===== src/rtl/fifo_shift_pkg.sv =====
// Shared definitions for the shift-FIFO line-delay sequencer.
//   state_e          : controller state encoding (2 bits)
//   DATA_WIDTH_DEF   : default sample width
//   DEPTH_WIDTH_DEF  : default FIFO address width
//   DEPTH_MAX        : usable FIFO depth at the default address width
//   FLUSH_CYCLES_DEF : default number of cycles fifo_rst is held at frame start
package fifo_shift_pkg;

    localparam int DATA_WIDTH_DEF   = 8;
    localparam int DEPTH_WIDTH_DEF  = 10;
    localparam int DEPTH_MAX        = 2**DEPTH_WIDTH_DEF - 1;
    localparam int FLUSH_CYCLES_DEF = 4;

    typedef enum logic [1:0] {
        ST_IDLE   = 2'd0,
        ST_FLUSH  = 2'd1,
        ST_FILL   = 2'd2,
        ST_STREAM = 2'd3
    } state_e;

endpackage


===== src/rtl/fifo_shift_ctrl_if.sv =====
// Bus between the line-delay controller and the synchronous shift FIFO.
//   rst      : FIFO reset (controller -> FIFO)
//   wr_en    : write strobe, wr_data : write sample
//   rd_en    : read strobe, rd_data : read sample, valid one cycle after rd_en
//   wr_full  : FIFO full flag, rd_empty : FIFO empty flag
// master = controller side, slave = FIFO side.
interface fifo_shift_ctrl_if
    import fifo_shift_pkg::*;
#(
    parameter int DATA_WIDTH = DATA_WIDTH_DEF
);
    logic                  rst;
    logic                  wr_en;
    logic [DATA_WIDTH-1:0] wr_data;
    logic                  rd_en;
    logic [DATA_WIDTH-1:0] rd_data;
    logic                  wr_full;
    logic                  rd_empty;

    modport master (
        output rst, wr_en, wr_data, rd_en,
        input  rd_data, wr_full, rd_empty
    );

    modport slave (
        input  rst, wr_en, wr_data, rd_en,
        output rd_data, wr_full, rd_empty
    );
endinterface


===== src/rtl/fifo_shift_rdpipe.sv =====
// Two-stage read pipeline: stage 0 tracks that FIFO read data is arriving,
// stage 1 registers it as the delayed output sample.
//   clk, rst    : clock, synchronous active-high reset
//   rd_en_i     : FIFO read issued this cycle
//   kill_i      : discard every read still in flight
//   rd_data_i   : FIFO read data (valid the cycle after rd_en_i)
//   out_valid_o : delayed sample strobe (2 cycles after rd_en_i)
//   out_data_o  : delayed sample
module fifo_shift_rdpipe
    import fifo_shift_pkg::*;
#(
    parameter int DATA_WIDTH = DATA_WIDTH_DEF
) (
    input  logic                  clk,
    input  logic                  rst,
    input  logic                  rd_en_i,
    input  logic                  kill_i,
    input  logic [DATA_WIDTH-1:0] rd_data_i,
    output logic                  out_valid_o,
    output logic [DATA_WIDTH-1:0] out_data_o
);
    localparam int STAGES = 2;

    logic [STAGES-1:0]     vld_pipe_q;
    logic [DATA_WIDTH-1:0] data_q;

    always_ff @(posedge clk) begin
        if (rst) begin
            vld_pipe_q <= '0;
            data_q     <= '0;
        end else begin
            // kill flushes both stages, so a read issued the cycle before
            // kill (data still on rd_data) never reaches the output
            vld_pipe_q <= kill_i ? '0 : {vld_pipe_q[STAGES-2:0], rd_en_i};
            if (vld_pipe_q[0] && !kill_i)
                data_q <= rd_data_i;
        end
    end

    assign out_valid_o = vld_pipe_q[STAGES-1];
    assign out_data_o  = data_q;
endmodule


===== src/rtl/fifo_shift_ctrl.sv =====
// Line-delay sequencer around a synchronous shift FIFO. After a frame start
// the FIFO is flushed, filled with len samples, then every accepted sample
// writes one entry and reads one back, giving a fixed len-sample delay.
//   clk, rst      : clock, synchronous active-high reset
//   sof_i         : start of frame; the same-cycle sample is dropped
//   line_len_i    : delay in samples, captured on sof_i (clamped 1..2**DEPTH_WIDTH-1)
//   in_valid_i    : input sample strobe, in_data_i : input sample
//   out_valid_o   : delayed sample strobe, out_data_o : delayed sample
//   fill_level_o  : samples currently held in the FIFO
//   busy_o        : flushing or filling
//   err_ovf_o     : sticky, write issued while FIFO full
//   err_unf_o     : sticky, read issued while FIFO empty
//   drop_o        : one-cycle pulse per sample discarded while flushing
//   fifo          : FIFO bus (master side)
module fifo_shift_ctrl
    import fifo_shift_pkg::*;
#(
    parameter int DATA_WIDTH   = DATA_WIDTH_DEF,
    parameter int DEPTH_WIDTH  = DEPTH_WIDTH_DEF,
    parameter int FLUSH_CYCLES = FLUSH_CYCLES_DEF
) (
    input  logic                   clk,
    input  logic                   rst,
    input  logic                   sof_i,
    input  logic [DEPTH_WIDTH:0]   line_len_i,
    input  logic                   in_valid_i,
    input  logic [DATA_WIDTH-1:0]  in_data_i,
    output logic                   out_valid_o,
    output logic [DATA_WIDTH-1:0]  out_data_o,
    output logic [DEPTH_WIDTH:0]   fill_level_o,
    output logic                   busy_o,
    output logic                   err_ovf_o,
    output logic                   err_unf_o,
    output logic                   drop_o,
    fifo_shift_ctrl_if.master      fifo
);
    localparam int                   LW         = DEPTH_WIDTH + 1;
    localparam int                   CW         = $clog2(FLUSH_CYCLES);
    localparam logic [LW-1:0]        LEN_MAX    = LW'((1 << DEPTH_WIDTH) - 1);
    localparam logic [CW-1:0]        FLUSH_LAST = CW'(FLUSH_CYCLES - 1);

    state_e        state_q;
    logic [CW-1:0] cnt_q;
    logic [LW-1:0] len_q, len_cap, fill_q, fill_inc;
    logic          fifo_rst_q, busy_q, drop_q, ovf_q, unf_q;
    logic          wr_en, rd_en;

    always_comb begin
        len_cap = line_len_i;
        if (line_len_i == '0)
            len_cap = LW'(1);
        else if (line_len_i > LEN_MAX)
            len_cap = LEN_MAX;
    end

    // The sof-cycle sample belongs to the new frame and is dropped, so no
    // FIFO traffic is issued in that cycle.
    assign wr_en    = in_valid_i && !sof_i && (state_q == ST_FILL || state_q == ST_STREAM);
    assign rd_en    = in_valid_i && !sof_i && (state_q == ST_STREAM);
    assign fill_inc = fill_q + LW'(1);

    always_ff @(posedge clk) begin
        if (rst) begin
            state_q    <= ST_IDLE;
            cnt_q      <= '0;
            len_q      <= LW'(1);
            fill_q     <= '0;
            fifo_rst_q <= 1'b1;
            busy_q     <= 1'b0;
            drop_q     <= 1'b0;
            ovf_q      <= 1'b0;
            unf_q      <= 1'b0;
        end else begin
            drop_q <= in_valid_i && (sof_i || state_q == ST_FLUSH);
            if (wr_en && fifo.wr_full)
                ovf_q <= 1'b1;
            if (rd_en && fifo.rd_empty)
                unf_q <= 1'b1;

            if (sof_i) begin
                // sof from any state restarts the frame
                state_q    <= ST_FLUSH;
                cnt_q      <= '0;
                len_q      <= len_cap;
                fill_q     <= '0;
                fifo_rst_q <= 1'b1;
                busy_q     <= 1'b1;
                ovf_q      <= 1'b0;
                unf_q      <= 1'b0;
            end else begin
                case (state_q)
                    ST_IDLE: ;
                    ST_FLUSH: begin
                        if (cnt_q == FLUSH_LAST) begin
                            state_q    <= ST_FILL;
                            fifo_rst_q <= 1'b0;
                        end else begin
                            cnt_q <= cnt_q + CW'(1);
                        end
                    end
                    ST_FILL: begin
                        if (in_valid_i) begin
                            fill_q <= fill_inc;
                            if (fill_inc == len_q) begin
                                state_q <= ST_STREAM;
                                busy_q  <= 1'b0;
                            end
                        end
                    end
                    ST_STREAM: ;
                    default: state_q <= ST_IDLE;
                endcase
            end
        end
    end

    assign fifo.rst     = fifo_rst_q;
    assign fifo.wr_en   = wr_en;
    assign fifo.wr_data = in_data_i;
    assign fifo.rd_en   = rd_en;

    assign fill_level_o = fill_q;
    assign busy_o       = busy_q;
    assign err_ovf_o    = ovf_q;
    assign err_unf_o    = unf_q;
    assign drop_o       = drop_q;

    fifo_shift_rdpipe #(
        .DATA_WIDTH (DATA_WIDTH)
    ) u_rdpipe (
        .clk         (clk),
        .rst         (rst),
        .rd_en_i     (rd_en),
        .kill_i      (sof_i),
        .rd_data_i   (fifo.rd_data),
        .out_valid_o (out_valid_o),
        .out_data_o  (out_data_o)
    );
endmodule


===== src/flat_wrapper.sv =====
// flat-port wrapper written by rule: the top's interface ports become plain ports
module fifo_shift_ctrl_flat import fifo_shift_pkg::*;
#(
    parameter int DATA_WIDTH   = DATA_WIDTH_DEF,
    parameter int DEPTH_WIDTH  = DEPTH_WIDTH_DEF,
    parameter int FLUSH_CYCLES = FLUSH_CYCLES_DEF
)
  (clk, rst, sof_i, line_len_i, in_valid_i, in_data_i, out_valid_o, out_data_o, fill_level_o, busy_o, err_ovf_o, err_unf_o, drop_o, fifo_rst, fifo_wr_en, fifo_wr_data, fifo_rd_en, fifo_rd_data, fifo_wr_full, fifo_rd_empty);
  fifo_shift_ctrl_if #(.DATA_WIDTH(DATA_WIDTH)) fifo_i ();
  input  logic clk;
  input  logic rst;
  input  logic sof_i;
  input  logic [DEPTH_WIDTH:0] line_len_i;
  input  logic in_valid_i;
  input  logic [DATA_WIDTH-1:0] in_data_i;
  output logic out_valid_o;
  output logic [DATA_WIDTH-1:0] out_data_o;
  output logic [DEPTH_WIDTH:0] fill_level_o;
  output logic busy_o;
  output logic err_ovf_o;
  output logic err_unf_o;
  output logic drop_o;
  output wire logic [$bits(fifo_i.rst)-1:0] fifo_rst;
  output wire logic [$bits(fifo_i.wr_en)-1:0] fifo_wr_en;
  output wire logic [$bits(fifo_i.wr_data)-1:0] fifo_wr_data;
  output wire logic [$bits(fifo_i.rd_en)-1:0] fifo_rd_en;
  input wire logic [$bits(fifo_i.rd_data)-1:0] fifo_rd_data;
  input wire logic [$bits(fifo_i.wr_full)-1:0] fifo_wr_full;
  input wire logic [$bits(fifo_i.rd_empty)-1:0] fifo_rd_empty;
  assign fifo_rst = fifo_i.rst;
  assign fifo_wr_en = fifo_i.wr_en;
  assign fifo_wr_data = fifo_i.wr_data;
  assign fifo_rd_en = fifo_i.rd_en;
  assign fifo_i.rd_data = fifo_rd_data;
  assign fifo_i.wr_full = fifo_wr_full;
  assign fifo_i.rd_empty = fifo_rd_empty;
  fifo_shift_ctrl #(.DATA_WIDTH(DATA_WIDTH), .DEPTH_WIDTH(DEPTH_WIDTH), .FLUSH_CYCLES(FLUSH_CYCLES)) u_core (.clk(clk), .rst(rst), .sof_i(sof_i), .line_len_i(line_len_i), .in_valid_i(in_valid_i), .in_data_i(in_data_i), .out_valid_o(out_valid_o), .out_data_o(out_data_o), .fill_level_o(fill_level_o), .busy_o(busy_o), .err_ovf_o(err_ovf_o), .err_unf_o(err_unf_o), .drop_o(drop_o), .fifo(fifo_i));
endmodule

===== config.mk =====
export PLATFORM = sky130hd
export DESIGN_NAME = fifo_shift_ctrl_flat
export DESIGN_NICKNAME = d
export VERILOG_FILES = /design/src/rtl/fifo_shift_pkg.sv /design/src/rtl/fifo_shift_ctrl_if.sv /design/src/rtl/fifo_shift_rdpipe.sv /design/src/rtl/fifo_shift_ctrl.sv /design/src/flat_wrapper.sv
export SDC_FILE = /design/constraint.sdc
export NUM_CORES = 1
export LEC_CHECK = 0
export ABC_AREA = 1
export BUFFER_PORTS_ARGS = -buffer_cell sky130_fd_sc_hd__buf_2
export CAP_MARGIN = 20
export CELL_PAD_IN_SITES_DETAIL_PLACEMENT = 1
export CELL_PAD_IN_SITES_GLOBAL_PLACEMENT = 2
export CORE_MARGIN = 5
export CORE_UTILIZATION = 24
export CTS_CLUSTER_DIAMETER = 80
export CTS_CLUSTER_SIZE = 25
export DETAILED_ROUTE_END_ITERATION = 16
export PLACE_DENSITY_LB_ADDON = 0.1
export SETUP_SLACK_MARGIN = 0.2
export SLEW_MARGIN = 40
export SYNTH_ARGS = -nofsm -noshare
export SYNTH_HDL_FRONTEND = slang
export SYNTH_SLANG_ARGS = --single-unit

===== constraint.sdc =====
create_clock -name clk -period 1.6 [get_ports clk]
set_input_delay 0 -clock clk [delete_from_list [all_inputs] [get_ports clk]]
set_output_delay 0 -clock clk [all_outputs]
set_load 0.05 [all_outputs]

Word-level counts from Yosys, hierarchy flattened:

Index checks and enable logic that the tools add are counted.

* input bits: 33
* output and inout port bits: 35
* word-level logic and storage cells: 61
* register bits after elaboration: 41

* muxes and demuxes: 11
* add/sub/neg operators: 2
* order comparisons: 1
* bitwise logic cells: 1
* reductions and logical operators: 23
* eq/ne operators: 11

Operators with widths (number)
* 2-to-1 mux 11 bit: 2
* adder 11 x 1 -> 11 bit (second input constant): 1
* equality test 11 bit: 1
* greater-than comparator 11 x 10 -> 1 bit (second input constant): 1
* logical NOT 11 bit: 1
* != test 3 bit (second input constant): 3
* AND reduction 4 bit: 2
* nonzero test 2 bit: 4
* logical AND 1 bit: 7
* equality test 2 bit (second input constant): 3
* 2-to-1 mux 2 bit: 3
* != test 2 bit (second input constant): 3
* AND reduction 2 bit: 3
* 2-to-1 mux 1 bit: 5
* case mux 2 bit (2 select lines): 1
* AND reduction 3 bit: 1
* nonzero test 3 bit: 1
* adder 2 x 1 -> 2 bit (second input constant): 1
* equality test 2 x 1 -> 1 bit (second input constant): 1
* logical OR 1 bit: 2
* OR reduction 2 bit: 1
* logical NOT 1 bit: 1
* NOT 1 bit: 1

Depth between registers and ports, before layout:

Gate-level depths: netlist of the first run.

* depth in word-level cells: 6
* mapped depth: 12
* gate-level depth less buffers: 12

Hierarchy:

A second synthesis of the first run with hierarchy kept.

* cells, all modules: 317
* area total of the unflattened synthesis: 2109.5 µm²

By module, submodules not included
* fifo_shift_ctrl: area each 1700.4 µm², seq. area each 620.6 µm², instances 1, cells an instance 260
* fifo_shift_rdpipe: area each 409.1 µm², seq. area each 200.2 µm², instances 1, cells an instance 57

Least setup slack after synthesis of the first run:

Ideal clock, no wire load.

* path kind: reg2reg
* start: register u_core.fill_q[0], in the netlist u_core.fill_level_o[0]
* end: register u_core.busy_q, in the netlist u_core.busy_o
* buffers on the path: 0
* setup time: 112 ps
* period minus slack after synthesis: 1949 ps
* slack: -349 ps
* cell stages (with the launch flop): 10
* arrival: 1837 ps
* data required time: 1488 ps
* cells stage by stage: dfxtp_1 -> ha_1 -> nand2_2 -> nor2_4 -> nand2_1 -> xnor3_1 -> nor2_1 -> nand3_2 -> nand2_1 -> nand2_1

* word-level cells in the longest chain between the ends: 4

RTL lines
* start, declared: RTL line fifo_shift_ctrl.sv:44 `logic [LW-1:0] len_q, len_cap, fill_q, fill_inc;`
* start signal, assigned: RTL line fifo_shift_ctrl.sv:103 `fill_q <= fill_inc;`
* adder 11 x 1 -> 11 bit: RTL line fifo_shift_ctrl.sv:60 `assign fill_inc = fill_q + LW'(1);`
* equality test 11 bit: RTL line fifo_shift_ctrl.sv:104 `if (fill_inc == len_q) begin`
* nonzero test 2 bit (no source line)
* AND reduction 3 bit (no source line)
* end signal, assigned: RTL line fifo_shift_ctrl.sv:69 `busy_q <= 1'b0;`
* end signal, assigned: RTL line fifo_shift_ctrl.sv:87 `busy_q <= 1'b1;`
* end signal, assigned: RTL line fifo_shift_ctrl.sv:106 `busy_q <= 1'b0;`
* end, declared: RTL line fifo_shift_ctrl.sv:45 `logic fifo_rst_q, busy_q, drop_q, ovf_q, unf_q;`

No other way between the ends.
A chain may end at the register's enable or synchronous reset.

Worst setup path in the final report of the first run:

* start: register u_core.fill_q[1], in the netlist u_core.fill_level_o[1]
* end: register u_core.busy_q, in the netlist u_core.busy_o

Same word-level chain as after synthesis.

==> results of run 1 <==
[layout by cell type (no fill, tap or decap), types with 2 or more instances in the layout]
master	instances
nor2_4	4
nand4_1	3
clkbuf_8	5
nor2_1	33
dfxtp_2	7
o211ai_1	4
nand3b_1	2
a21oi_1	10
inv_1	38
nand3_2	5
a21oi_2	3
nand2_2	4
dlygate4sd3_1	19
xor2_1	2
nand2_4	2
o21ai_0	28
nor2_2	5
nand3_1	24
dfxtp_4	2
inv_2	2
clkinvlp_4	2
nand2_1	49
clkinv_2	2
buf_2	50
dfxtp_1	32
buf_4	10
[where the power goes]
| group | internal, mW | total (mW) | switching, mW |
|---|---|---|---|
| registers | 1.04 | 1.06 | 0.0189 |
| logic | 0.0973 | 0.202 | 0.105 |
| clock network | 0.303 | 0.686 | 0.383 |
[flip-flops by register name, summed over array words and instances, names as in the netlist]
register,cells
u_core.state_q,2
u_core.fill_level_o,11
u_core.u_rdpipe.vld_pipe_q,2
u_core.cnt_q,2
u_core.len_q,11
u_core.drop_o,1
u_core.u_rdpipe.out_data_o,8
u_core.err_unf_o,1
u_core.busy_o,1
u_core.err_ovf_o,1
u_core.fifo.rst,1
[stage by stage]
step | hold WS [ns] | setup slack, ns | instance area, µm² | instances | power, mW
finish | 0.0000185 | 0.0266 | 2810 | 467 | 1.95
global route | 0.0000788 | -0.0852 | 2810 | 467 | 2.06
floorplan | 0.0624 | 0.0587 | 2070 | 285 | 1.22
global placement | 0.000341 | 0.0169 | 2420 | 434 | 1.25
CTS | 0.000341 | 0.00156 | 2750 | 464 | 1.99
detailed placement | 0.000341 | -0.0261 | 2420 | 434 | 1.24
[worst reg2reg max path, cell delays in order (launching register included)]
cell,delay [ns]
dfxtp_4,0.38
ha_4,0.16
nand2_4,0.07
nor2_4,0.21
nand3_2,0.13
nand2_4,0.11
a21oi_2,0.06
nor2_2,0.12
nand3_2,0.11
nand2_1,0.08
nand2_1,0.04
[cells in the mapped netlist]
master	count
a211oi_1	1
a21oi_1	12
a21oi_2	1
a32oi_1	1
buf_1	1
buf_4	8
clkbuf_1	3
dfxtp_1	41
ha_1	2
inv_1	40
inv_2	2
nand2_1	51
nand2_2	4
nand3_1	27
nand3_2	2
nand3b_1	2
nand4_1	3
nand4_2	1
nor2_1	36
nor2_2	3
nor2_4	3
nor3_1	1
nor3_2	1
nor4_1	1
o211ai_1	4
o21ai_0	29
o22ai_1	1
xnor2_1	1
xnor3_1	1
xor2_1	2
[metal layers]
layer  vias up  part of all wire, %  wire [µm]  track usage [%]
li1       1062                    -          -                -
met4         0                 0.72         48             3.07
met3         5                  3.4        228             2.89
met2        31                   49       3280             23.3
met1       975                   47       3130             17.7
met5         -                    0          0                0
[how the worst min path moves through the flow]
stage | from | endpoint | slack (ns) | cells past startpoint
2_1_floorplan | rst | u_core.state_q[0] | 0.06 | 1
3_3_place_gp | in_data_i[0] | fifo_wr_data[0] | 0.0003 | 0
3_5_place_dp | in_data_i[0] | fifo_wr_data[0] | 0.0003 | 0
4_1_cts | in_data_i[0] | fifo_wr_data[0] | 0.0003 | 0
5_1_grt | in_data_i[4] | fifo_wr_data[4] | 0.00008 | 0
6_report | in_data_i[5] | fifo_wr_data[5] | 0.00002 | 0
[repair_timing]
action,CTS,global route
resized for setup,9,7
pin swaps,7,3
endpoints found under the setup margin,4,6
hold buffers,19,0
hold endpoints to repair,20,0
setup buffers,3,3
[logic make-up (layout without fill, tap and decap cells)]
| group | after synthesis | in the layout | synth area share (%) |
|---|---|---|---|
| flops | 41 | 41 | 40.6 |
| fa+ha+maj | 2 | 2 | 1.24 |
| buf+inv | 54 | 131 | 11.5 |
| compound gates | 49 | 49 | 13.2 |
| xor+xnor | 4 | 4 | 2.42 |
| simple gates | 135 | 135 | 31.0 |
[area by class of cell]
type,instances,area [µm²]
fillers,1033,5410
multi-input cells,190,1040
flip-flops and latches,41,837
repair buffers,81,547
inverters,42,165
well taps,105,131
clock buffers,6,72.6
clock inverters,2,10.0
==> flow_metrics.py, run 1 <==
metrics = {
    "run_status": {
        "outcome": "completed",
    },
    "setup_path": {
        "crit_path_start_kind": "flip-flop",
        "crit_path_top_delay_cell": "dfxtp_4",
        "crit_family": "simple AND/OR/NAND/NOR gates",
        "crit_arrival_ns": 1.77,
        "crit_path_start": "u_core.fill_level_o[1]",
        "critical_path.max_fanout": 5,
        "endpoint": "u_core.busy_o",
        "endpoint_kind": "flip-flop",
        "reg2reg_to": "u_core.busy_o",
        "max_stage_delay_ns": 0.38,
        "worst-r2r-cell-count": 10,
        "path_cells": "ha_4 -> nand2_4 -> nor2_4 -> nand3_2 -> nand2_4 -> a21oi_2 -> nor2_2 -> nand3_2 -> nand2_1 -> nand2_1",
        "worst-path-buf-inv": 0,
        "required_ns": 1.80,
        "crit_cells": 10,
        "crit_type": "reg -> reg",
        "timing.rr.start": "u_core.fill_level_o[1]",
        "worst-r2r-setup-slack_ns": 0.03,
    },
    "floorplanning": {
        "start_util_pct": 24.6,
        "coreArea_mm2": 0.00822,
        "die_y_um": 102,
        "rows": 33,
        "die-area_mm2": 0.0104,
        "num_io_pins": 68,
        "die_w_um": 102,
    },
    "global_routing": {
        "grt_pass1_wl_um": 11000,
        "global_route.overflow_total": 0,
        "grt_max_degree": 18,
        "grt_pass1_vias": 2189,
        "grt_use_total_pct": 13.7,
        "antenna_found_initial": 0,
    },
    "timing": {
        "hold_viol": 0,
        "fmax_mhz": 636,
        "worstMarginPinSlew_ns": 0.356,
        "period_needed_ns": 1.57,
        "setup-violations-final": 0,
        "maxSlewHeadroom_pct": 76.0,
        "fin_crit_sh_pct": 98.3,
        "finalMaxSlewViolations": 0,
        "rsz0062_at_grt": "yes",
        "clock_skew_ns": 0.00530,
        "setup_tns_ns": 0,
    },
    "logic_synthesis": {
        "synth_cell_type_count": 30,
        "ys_ff_latch": 41,
        "synthCells": 285,
        "synth_top_area_share_pct": 40.6,
        "yosysTopAreaCell": "dfxtp_1",
        "synthesis.nets": 320,
        "yosysSeqAreaShare_pct": 40.6,
        "avgSynthCellArea_um2": 7.09,
        "syn_area_mm2": 0.00202,
        "yosys-top-cells-area": "dfxtp_1, nand2_1, inv_1",
        "yosysWarnings": 0,
    },
    "final_layout": {
        "antenna_cells": 0,
        "area_growth_pct": 38.9,
        "finalNetCount": 396,
        "post-route-util_pct": 34.2,
        "drive_gt1_share_pct": 30.1,
    },
    "pwr": {
        "p_leak_nw": 1.31,
        "power_density_mw_per_mm2": 695,
        "ir_worst_vdd_uv": 265,
    },
    "placed_design": {
        "place.gp.congestion": 0.755,
        "hpwl_um": 4930,
        "port_buffers": 51,
    },
    "clock_tree": {
        "max-clock-path-buffers": 2,
        "clk_pin_slew_ns": 0.08,
        "tritoncts.num_buffers": 5,
        "root_buffer": "clkbuf_8",
        "cts_tree": "done",
        "clock_latency_ns": 0.29,
        "ctsHtreeMaxLevel": 2,
        "clkSinkCount": 41,
    },
    "drt": {
        "ant_nets": 0,
        "drc": 0,
        "vias": 2073,
        "first_iter_violations": 22,
        "wirelength_um": 6690,
        "vias_per_cell": 4.44,
        "wl_per_cell_um": 14.3,
        "dr.pass1.iters": 4,
    },
    "flow_run": {
        "cap_violations": 0,
    },
    "worst_hold_path": {
        "min_path_type": "in -> out",
    },
}
(Power assumes the default switching activity.)
==> inputs of run 2 (changes only) <==
- ABC_AREA: 1 -> default
- CORE_UTILIZATION: 24 -> 25
- PLACE_DENSITY_LB_ADDON: 0.1 -> 0.15
==> flow_metrics.py, run 2 <==
metrics = {
    "worst_hold_path": {
        "min_from": "in_data_i[5]",
        "min_path_type": "in -> out",
    },
    "floorplanning": {
        "die_w_um": 100,
        "coreArea_mm2": 0.00809,
        "die_y_um": 100,
        "die-area_mm2": 0.0101,
        "rows": 33,
        "start_util_pct": 25.3,
        "num_io_pins": 68,
    },
    "setup_path": {
        "critical_path.max_fanout": 7,
        "endpoint_kind": "flip-flop",
        "crit_arrival_ns": 1.82,
        "crit_type": "reg -> reg",
        "crit_path_start": "u_core.fill_level_o[4]",
        "crit_path_start_kind": "flip-flop",
        "max_stage_delay_ns": 0.37,
        "timing.rr.start": "u_core.fill_level_o[4]",
        "required_ns": 1.79,
        "path_cells": "and4_4 -> a21oi_2 -> a211o_1 -> a221o_1 -> o31a_1",
        "crit_path_top_delay_cell": "dfxtp_4",
        "worst-r2r-setup-slack_ns": -0.03,
    },
    "logic_synthesis": {
        "yosysMostFrequentCell": "dfxtp_1",
        "synthCells": 245,
        "synth_ff_type": "dfxtp_1",
        "yosys-top-cells-area": "dfxtp_1, nor2_1, nand2_1",
        "synth_cell_type_count": 49,
        "synth_top_family_by_area": "simple AND/OR/NAND/NOR gates",
        "yosys-top-cells-count": "dfxtp_1, nor2_1, nand2_1",
        "synth-xor-area-share_pct": 8.56,
        "synth.area.mux_share_pct": 0.489,
        "yosysSeqAreaShare_pct": 40.1,
        "synth_compound_area_share_pct": 15.7,
        "synth_fa_ha_area_share_pct": 1.71,
        "yosysTopAreaCell": "dfxtp_1",
        "syn_area_mm2": 0.00205,
        "synthSimpleGateAreaFrac_pct": 24.4,
        "synthesis.nets": 280,
        "synth_edf_count": 0,
        "ys_ff_latch": 41,
        "avgSynthCellArea_um2": 8.35,
        "yosysWarnings": 0,
        "synth_top_area_share_pct": 40.1,
        "async_reset_ff_share_pct": 0,
    },
    "placed_design": {
        "hpwl_um": 4670,
        "dp_slack_ns": -0.241,
        "port_buffers": 51,
        "place.gp.congestion": 0.800,
    },
    "pwr": {
        "combPwrFrac_pct": 10.6,
        "pwr-share-clk_pct": 38.5,
        "switching_power_mw": 0.529,
        "p_leak_nw": 1.21,
        "p_seq_share_pct": 50.9,
        "ir_worst_vdd_uv": 286,
        "p_total_mw": 2.09,
        "switching_share_pct": 25.4,
        "internal_power_mw": 1.56,
        "power_density_mw_per_mm2": 706,
    },
    "final_layout": {
        "finalNetCount": 362,
        "antenna_cells": 0,
        "seq_area_um2": 851,
        "fillCellCount": 997,
        "mostFrequentLayoutCell": "buf_2",
        "final_cell_mix": "buf_2, dfxtp_1, nor2_1, buf_4, nand2_1",
        "area_growth_pct": 44.3,
        "multi_input_area_mm2": 0.00114,
        "drive_gt1_share_pct": 37.8,
    },
    "global_routing": {
        "global_route.overflow_total": 0,
        "grt_use_total_pct": 13.3,
        "grt_pass1_vias": 2091,
        "grt_pass1_wl_um": 10600,
        "antenna_found_initial": 0,
        "grt_max_degree": 21,
    },
    "timing": {
        "finalMaxSlewViolations": 0,
        "timing.final.ws_setup_ns": -0.0288,
        "setup-violations-final": 1,
        "setup_tns_ns": -0.0288,
        "rsz0062_at_grt": "yes",
        "hold_viol": 0,
        "clock_skew_ns": 0.00804,
        "maxSlewHeadroom_pct": 71.6,
        "worstMarginPinSlew_ns": 0.426,
        "fin_crit_sh_pct": 102,
        "period_needed_ns": 1.63,
        "fmax_mhz": 614,
    },
    "run_status": {
        "outcome": "finished, violations left",
        "violations": "setup timing",
    },
    "clock_tree": {
        "root_buffer": "clkbuf_8",
        "ctsHtreeMaxLevel": 2,
        "cts_tree": "done",
        "clock_latency_ns": 0.30,
        "clk_pin_slew_ns": 0.08,
        "tritoncts.num_buffers": 5,
        "max-clock-path-buffers": 2,
        "clkSinkCount": 41,
    },
    "drt": {
        "vias_per_cell": 4.62,
        "wl_per_cell_um": 14.8,
        "wirelength_um": 6390,
        "ant_nets": 0,
        "drc": 0,
        "first_iter_violations": 46,
        "vias": 1999,
        "dr.pass1.iters": 4,
    },
    "flow_run": {
        "cap_violations": 0,
    },
}
run 2: cells by family after synthesis:
kind of cell	count (synthesis)
adders and majority gates	3
xor gates and xnor gates	20
DFF	41
and+or+nand+nor	102
AOI/OAI and AO/OA	48
buffers and inverters	30
muxes	1
run 2: power by group through the flow:
stage	clock network, mW	registers [mW]	logic (mW)
floorplan	0	1.08	0.153
global placement	0	1.09	0.179
detailed placement	0	1.09	0.179
CTS	0.849	1.06	0.221
global route	0.885	1.06	0.245
finish	0.803	1.06	0.222
run 2: layer usage:
metal  part of all wire (%)  vias to the layer above  GRT usage, %
met1                     46                      958          16.1
li1                       -                      999             -
met3                    4.7                        4          4.08
met4                   0.42                        0          3.01
met5                      0                        -             0
met2                     49                       38          23.2
run 2: stage by stage:
stage | instance area, µm² | util [%] | instances | hold WS, ns
global route | 2950 | 36.5 | 433 | 0.000128
CTS | 2880 | 35.6 | 429 | 0.000341
detailed placement | 2500 | 30.9 | 400 | 0.000341
global placement | 2500 | 30.9 | 400 | 0.000341
finish | 2950 | 36.5 | 433 | 0.0000193
floorplan | 2080 | - | 245 | 0.136
run 2: worst max-delay path: cells and delay by family, from the launching register on:
family / cells / cell delay (ns)
simple gates: 1 / 0.28
compound gates: 4 / 0.88
flops: 1 / 0.37
run 2: repair_timing:
item,CTS,global route
setup buffers,1,4
endpoints found under the hold margin,20,0
setup endpoints to repair,5,7
hold buffers,20,0
gates resized for setup,14,11
pin swaps,8,7
run 2: layout make-up:
cell class                      count  area share [%]
Inverter                            3           0.381
Clock inverter                      2           0.508
Multi-Input combinational cell    174            38.6
Timing Repair Buffer              102            24.1
Tap cell                          105            4.45
Clock buffer                        6            3.18
Sequential cell                    41            28.8
run 2: path summary, 6_finish.rpt:
kind | endpoint | cells after the start
worst max-delay path | u_core.busy_o | 5
worst min-delay path | fifo_wr_data[5] | 0
worst max register to register | u_core.busy_o | 5
worst min register to register | u_core.fifo.rst | 1
==> inputs of run 3 (changes only) <==
- SKIP_CTS_REPAIR_TIMING: default -> 1
==> flow_metrics.py, run 3 (synthesis results as in run 2) <==
metrics = {
    "drt": {
        "first_iter_violations": 58,
        "wl_per_cell_um": 14.6,
        "vias_per_cell": 4.59,
        "vias": 1963,
        "wirelength_um": 6250,
        "ant_nets": 0,
        "drc": 0,
        "dr.pass1.iters": 4,
    },
    "clock_tree": {
        "root_buffer": "clkbuf_8",
        "clkSinkCount": 41,
        "tritoncts.num_buffers": 5,
        "cts_tree": "done",
        "clock_latency_ns": 0.30,
        "max-clock-path-buffers": 2,
        "clk_pin_slew_ns": 0.08,
        "ctsHtreeMaxLevel": 2,
    },
    "timing": {
        "period_needed_ns": 1.64,
        "maxSlewHeadroom_pct": 71.4,
        "fmax_mhz": 609,
        "hold_viol": 3,
        "finalMaxSlewViolations": 0,
        "timing.final.ws_setup_ns": -0.0431,
        "clock_skew_ns": 0.00802,
        "fin_crit_sh_pct": 103,
        "rsz0062_at_grt": "yes",
        "worstMarginPinSlew_ns": 0.429,
        "holdWs_ns": -0.0251,
        "setup_tns_ns": -0.0431,
        "setup-violations-final": 1,
    },
    "pwr": {
        "internal_power_mw": 1.55,
        "power_density_mw_per_mm2": 719,
        "switching_share_pct": 25.4,
        "p_seq_share_pct": 51.0,
        "switching_power_mw": 0.527,
        "combPwrFrac_pct": 10.3,
        "p_leak_nw": 1.18,
        "ir_worst_vdd_uv": 286,
        "pwr-share-clk_pct": 38.7,
        "p_total_mw": 2.08,
    },
    "placed_design": {
        "port_buffers": 51,
        "placed_cell_area_mm2": 0.00250,
        "hpwl_um": 4670,
        "dp_slack_ns": -0.241,
        "place.gp.congestion": 0.800,
    },
    "setup_path": {
        "crit_path_start": "u_core.fill_level_o[4]",
        "endpoint_kind": "flip-flop",
        "crit_arrival_ns": 1.83,
        "crit_path_start_kind": "flip-flop",
        "timing.rr.start": "u_core.fill_level_o[4]",
        "crit_type": "reg -> reg",
        "required_ns": 1.79,
        "critical_path.max_fanout": 7,
    },
    "global_routing": {
        "grt_max_degree": 21,
        "grt_use_total_pct": 12.6,
        "antenna_found_initial": 0,
        "grt_pass1_vias": 1992,
        "grt_pass1_wl_um": 10000,
        "global_route.overflow_total": 0,
    },
    "final_layout": {
        "fillCellCount": 1002,
        "final_area_mm2": 0.00289,
        "antenna_cells": 0,
        "seq_area_um2": 851,
        "multi_input_area_mm2": 0.00113,
        "drive_gt1_share_pct": 36.8,
        "area_growth_pct": 41.3,
        "finalNetCount": 357,
        "final_cell_mix": "buf_2, dfxtp_1, nor2_1, nand2_1, buf_4",
        "mostFrequentLayoutCell": "buf_2",
    },
    "run_status": {
        "outcome": "finished, violations left",
        "violations": "hold timing, setup timing",
    },
    "floorplanning": {
        "start_util_pct": 25.3,
        "die_y_um": 100,
        "num_io_pins": 68,
        "die_w_um": 100,
        "rows": 33,
        "coreArea_mm2": 0.00809,
        "die-area_mm2": 0.0101,
    },
    "worst_hold_path": {
        "min_from": "line_len_i[7]",
        "min_path_type": "in -> reg",
    },
    "flow_run": {
        "cap_violations": 0,
    },
}
[run 3: through the flow]
stage | util [%] | std cells
after global routing | 35.7 | 428
final | 35.7 | 428
after detailed placement | 30.9 | 400
after CTS | 32.3 | 408
after global placement | 30.9 | 400
after floorplan | - | 245
[run 3: final cells by class]
cell class              count  area share, %
well taps                 105           4.54
clock inverters             2          0.519
multi-input cells         174           39.1
inverters                   3          0.389
clock buffers               6           3.25
flip-flops and latches     41           29.4
repair buffers             97           22.8
[run 3: power by group through the flow]
| stage | logic (mW) | clock network [mW] | registers [mW] |
|---|---|---|---|
| floorplan | 0.153 | 0 | 1.08 |
| finish | 0.215 | 0.804 | 1.06 |
| detailed placement | 0.179 | 0 | 1.09 |
| global placement | 0.179 | 0 | 1.09 |
| CTS | 0.179 | 0.849 | 1.06 |
| global route | 0.237 | 0.885 | 1.06 |
[run 3: final timing paths]
| kind | to | slack [ns] | cells after the start |
|---|---|---|---|
| min reg2reg | u_core.fifo.rst | 0.46 | 1 |
| min | u_core.len_q[7] | -0.03 | 3 |
| max | u_core.busy_o | -0.04 | 5 |
| max reg2reg | u_core.busy_o | -0.04 | 5 |
[run 3: per-layer routing]
metal	wire, µm	share of wire [%]	global-route usage [%]
met5	0	0	0
met1	2920	47	15.8
met2	3040	49	21.2
met4	19	0.30	3.01
met3	278	4.4	4.08
[run 3: worst max-delay path, cell delays in order, from the launching register on]
cell     delay (ns)
dfxtp_4        0.37
and4_4         0.28
a21oi_2        0.07
a211o_1        0.28
a221o_1        0.30
o31a_1         0.23
